<file path="config.mk">
export PLATFORM = sky130hd
export DESIGN_NAME = uart_rx_fsm
export DESIGN_NICKNAME = d
export VERILOG_FILES = /design/src/rtl/uart_rx_fsm.sv
export SDC_FILE = /design/constraint.sdc
export NUM_CORES = 1
export LEC_CHECK = 0
export CORE_AREA = 2 2 52 54
export CTS_BUF_LIST = sky130_fd_sc_hd__clkbuf_16
export DETAILED_ROUTE_END_ITERATION = 10
export DIE_AREA = 0 0 54 56
export GPL_ROUTABILITY_DRIVEN = 0
export PLACE_DENSITY = 0.72
export SYNTH_ARGS = -nofsm -noshare
export SYNTH_HDL_FRONTEND = slang
export SYNTH_SLANG_ARGS = --single-unit
</file>
<file path="constraint.sdc">
create_clock -name CLK -period 1.4 [get_ports CLK]
set_input_delay 0.35 -clock CLK [delete_from_list [all_inputs] [get_ports CLK]]
set_output_delay 0.35 -clock CLK [all_outputs]
set_load 0.02 [all_outputs]
</file>
<file path="src/rtl/uart_rx_fsm.sv">
// uart_rx_fsm: UART receive frame sequencer. It keeps the oversampling edge and bit
// counters, fires one-cycle check/shift strobes mid-bit, and qualifies each frame.
module uart_rx_fsm #(
    parameter int PRESCALE   = 8,
    parameter int DATA_WIDTH = 8
) (
    input  logic                             CLK,
    input  logic                             RST,
    input  logic                             RX_IN,
    input  logic                             PAR_EN,
    input  logic                             strt_glitch,
    input  logic                             par_err,
    input  logic                             stp_err,
    output logic [$clog2(PRESCALE)-1:0]      edge_cnt,
    output logic [$clog2(DATA_WIDTH+3)-1:0]  bit_cnt,
    output logic                             dat_samp_en,
    output logic                             strt_chk_en,
    output logic                             par_chk_en,
    output logic                             stp_chk_en,
    output logic                             deser_en,
    output logic                             data_valid,
    output logic                             framing_err,
    output logic                             parity_err
);
    localparam int EW  = $clog2(PRESCALE);
    localparam int BW  = $clog2(DATA_WIDTH + 3);
    localparam int CHK = PRESCALE / 2 + 2;

    typedef enum logic [2:0] {IDLE, START, DATA, PARITY, STOP, DONE} state_t;

    state_t          r_state;
    logic [EW-1:0]   r_edge_cnt;
    logic [BW-1:0]   r_bit_cnt;
    logic            r_dat_samp_en;
    logic            r_strt_chk_en;
    logic            r_par_chk_en;
    logic            r_stp_chk_en;
    logic            r_deser_en;
    logic            r_data_valid;
    logic            r_framing_err;
    logic            r_parity_err;
    logic            r_par_en;
    logic            r_par_flag;
    logic            r_stp_flag;
    logic            w_wrap;
    logic            w_pre_chk;

    assign w_wrap    = r_edge_cnt == EW'(PRESCALE - 1);
    // Strobes are registered, so they are scheduled one edge ahead of CHK
    assign w_pre_chk = r_edge_cnt == EW'(CHK - 1);

    always_ff @(posedge CLK or posedge RST) begin
        if (RST) begin
            r_state       <= IDLE;
            r_edge_cnt    <= '0;
            r_bit_cnt     <= '0;
            r_dat_samp_en <= 1'b0;
            r_strt_chk_en <= 1'b0;
            r_par_chk_en  <= 1'b0;
            r_stp_chk_en  <= 1'b0;
            r_deser_en    <= 1'b0;
            r_data_valid  <= 1'b0;
            r_framing_err <= 1'b0;
            r_parity_err  <= 1'b0;
            r_par_en      <= 1'b0;
            r_par_flag    <= 1'b0;
            r_stp_flag    <= 1'b0;
        end else begin
            r_strt_chk_en <= w_pre_chk && r_state == START;
            r_deser_en    <= w_pre_chk && r_state == DATA;
            r_par_chk_en  <= w_pre_chk && r_state == PARITY;
            r_stp_chk_en  <= w_pre_chk && r_state == STOP;
            r_data_valid  <= 1'b0;
            r_framing_err <= 1'b0;
            r_parity_err  <= 1'b0;
            if (r_par_chk_en && par_err) r_par_flag <= 1'b1;
            if (r_stp_chk_en && stp_err) r_stp_flag <= 1'b1;
            r_edge_cnt <= w_wrap ? '0 : r_edge_cnt + 1'b1;
            if (w_wrap) r_bit_cnt <= r_bit_cnt + 1'b1;
            case (r_state)
                IDLE, DONE: begin
                    // DONE also accepts a start edge so frames can run back to back
                    r_edge_cnt    <= '0;
                    r_bit_cnt     <= '0;
                    r_par_flag    <= 1'b0;
                    r_stp_flag    <= 1'b0;
                    r_dat_samp_en <= !RX_IN;
                    r_state       <= RX_IN ? IDLE : START;
                    if (!RX_IN) r_par_en <= PAR_EN;
                end
                START: begin
                    if (r_strt_chk_en && strt_glitch) begin
                        r_state       <= IDLE;
                        r_dat_samp_en <= 1'b0;
                        r_edge_cnt    <= '0;
                    end else if (w_wrap) begin
                        r_state <= DATA;
                    end
                end
                DATA: begin
                    if (w_wrap && r_bit_cnt == BW'(DATA_WIDTH)) r_state <= r_par_en ? PARITY : STOP;
                end
                PARITY: begin
                    if (w_wrap) r_state <= STOP;
                end
                default: begin
                    if (w_wrap) begin
                        r_state       <= DONE;
                        r_dat_samp_en <= 1'b0;
                        r_bit_cnt     <= '0;
                        r_data_valid  <= !r_par_flag && !r_stp_flag;
                        r_framing_err <= r_stp_flag;
                        r_parity_err  <= r_par_flag;
                    end
                end
            endcase
        end
    end

    assign edge_cnt    = r_edge_cnt;
    assign bit_cnt     = r_bit_cnt;
    assign dat_samp_en = r_dat_samp_en;
    assign strt_chk_en = r_strt_chk_en;
    assign par_chk_en  = r_par_chk_en;
    assign stp_chk_en  = r_stp_chk_en;
    assign deser_en    = r_deser_en;
    assign data_valid  = r_data_valid;
    assign framing_err = r_framing_err;
    assign parity_err  = r_parity_err;
endmodule

</file>
==> impl_metrics.tcl <==
set metrics [dict create \
    clock_latency_ps 250 \
    relSlewSlack_pct 69.2 \
    path_class "reg -> reg" \
    antenna_found_initial 0 \
    initial_core_util_pct 44.0 \
    yosysSeqAreaShare_pct 49.1 \
    fin_worst_skew_ps 1.89 \
    layout_commonest_cell "buf_4" \
    clock.fmax_mhz 693 \
    cp.arrival_ps 1580 \
    power_switching_mw 1.03 \
    drive_gt1_share_pct 31.7 \
    rows 18 \
    final-max-slew-violation-count 0 \
    p_seq_share_pct 30.9 \
    p_int_mw 1.84 \
    routed_wl_um 2370 \
    die_w_um 54 \
    clock-sinks 21 \
    numCtsBuffers 3 \
    ys_warn_count 0 \
    netlist_instances 102 \
    grt_pass1_vias 895 \
    cellLeakagePower_nw 0.781 \
    grt_max_degree 22 \
    drt_pass1_iterations 4 \
    cts-root-buf "clkbuf_16" \
    worstSetupEndpointType "flip-flop" \
    combPwrFrac_pct 48.4 \
    drcViolationCount 0 \
    clk_pin_slew_worst_paths_ps 50 \
    dpl-instance-area_um2 1460 \
    syn_area_um2 1070 \
    dieArea_um2 3020 \
    min_period_ps 1440 \
    diodes 0 \
    yosysUniqueCellTypes 34 \
    grt_setup_unrepaired "true" \
    viasPerCell 5.14 \
    fp.dieH_um 56 \
    ios 22 \
    synth-seq-cells 21 \
    fill_cells 198 \
    critPathLaunchType "flip-flop" \
    hold_violations 0 \
    p_sw_share_pct 35.8 \
    setup_ws_ps -42.4 \
    design_area_um2 1580 \
    layout_common_cells "buf_4, dfrtp_1, dlygate4sd2_1" \
    violations "setup timing" \
    yosysTopAreaCellShare_pct 49.1 \
    syn_area_per_cell_um2 10.5 \
    drtIter0Drc 22 \
    power.density_nw_per_um2 1810 \
    peakVddDrop_mv 1.14 \
    wl_per_cell_um 13.8 \
    finalSetupViolCount 3 \
    fin_util_pct 64.9 \
    cts_tree "done" \
    io_buffers 21 \
    worstMarginPinSlew_ps 462 \
    pwr-share-clk_pct 20.7 \
    fin_nets 156 \
    vias 884 \
    grtUsageTotal_pct 18.0 \
    grt_overflow 0 \
    synth_area_leaders "dfrtp_1, ha_1, nand2b_1" \
    syn-num-nets 115 \
    synthToLayoutAreaGrowth_pct 47.6 \
    yosysTopAreaCell "dfrtp_1" \
    dp_hpwl_um 1710 \
    grt_pass1_wl_um 3940 \
    min_period_over_period_pct 103 \
    core_um2 2430 \
    hold_class "in -> async" \
    path_max_fanout 5 \
    ant_nets 0 \
    cts_max_level 1 \
    cts_buffer_depth 2 \
    drv_cap 0 \
    status "finished, violations left" \
    cp.required_ps 1540 \
]
power by group through the flow:
stage / registers, mW / logic [mW] / clock network (mW)
floorplan: 0.919 / 0.839 / 0
global placement: 0.879 / 1.32 / 0
detailed placement: 0.887 / 1.35 / 0
CTS: 0.881 / 1.35 / 0.610
global route: 0.910 / 1.49 / 0.635
finish: 0.885 / 1.39 / 0.593
flip-flops by register name, indices dropped and copies added, names as in the netlist:
register,cells
bit_cnt,4
edge_cnt,3
r_state,3
dat_samp_en,1
data_valid,1
deser_en,1
framing_err,1
par_chk_en,1
parity_err,1
r_par_en,1
r_par_flag,1
r_stp_flag,1
stp_chk_en,1
strt_chk_en,1
final cells by class:
cell class / count / area (um^2) / area share (%)
multi-input combinational: 72 / 573 / 36.3
sequential: 21 / 531 / 33.6
tap: 30 / 37.5 / 2.38
clock inverter: 1 / 3.75 / 0.238
inverter: 4 / 15.0 / 0.951
timing repair buffer: 41 / 344 / 21.8
clock buffer: 3 / 75.1 / 4.75
cells by family after synthesis:
logic type	synth area share [%]
adders and majority gates	7.02
and+or+nand+nor	21.9
muxes	3.86
AOI/OAI and AO/OA	11.2
DFF	49.1
xor gates and xnor gates	2.46
buffers and inverters	4.44
path summary, 6_finish.rpt:
path | startpoint | endpoint | slack [ps] | cells after the start
setup reg to reg | edge_cnt[1] | r_state[0] | -40 | 4
min in group CLK | r_stp_flag | data_valid | 470 | 1
hold / removal | RST | deser_en | 430 | 3
max in group asynchronous | RST | edge_cnt[2] | 740 | 3
hold reg to reg | r_stp_flag | data_valid | 470 | 1
setup / recovery | edge_cnt[1] | r_state[0] | -40 | 4
synthesized netlist by cell type, drive strengths merged:
cell type,n
mux2,3
and3,3
nand3b,2
nor4,1
o21ai,3
clkbuf,1
a21o,1
o22a,1
o211ai,1
dfrtp,21
and2b,1
and2,1
inv,4
nor2b,4
buf,4
nor2,9
a2bb2oi,1
a22oi,1
nor4b,1
xnor2,1
nand4,1
nand2b,6
a21oi,7
xor2,2
a211oi,1
nand2,9
nor3,5
ha,6
o22ai,1
metrics by stage:
step	std cells	power (mW)	TNS [ps]	hold slack, ps	worst slack, ps
finish	172	2.86	-94.7	428	-42.4
global route	172	3.03	-307	453	-98.3
CTS	172	2.84	-112	437	-60.6
detailed placement	166	2.23	-1790	467	-358
global placement	166	2.20	-1420	459	-296
floorplan	102	1.76	-227	326	-90.4
per-layer routing:
layer | share of wire, % | wire (um) | vias up | GRT usage (%)
met3 | 4.9 | 116 | 5 | 3.49
met1 | 43 | 1010 | 424 | 21.5
met4 | 1.9 | 46 | 0 | 7.50
met5 | 0 | 0 | - | 0
met2 | 50 | 1190 | 28 | 30.3
li1 | - | - | 427 | -
worst max-delay path, cell delays in order, from the launching register on:
cell	delay, ps
dfrtp_2	430
ha_4	190
ha_4	190
o21ai_4	200
mux2_4	320
timing repair:
action / CTS / global route
hold buffers: 0 / 0
gates resized for setup: 24 / 5
gates cloned: 0 / 0
pin swaps: 5 / 4
endpoints found under the hold margin: 0 / 0
setup endpoints to repair: 18 / 8
setup buffers: 2 / 0
No activity file was read; power rests on OpenSTA's default activity.
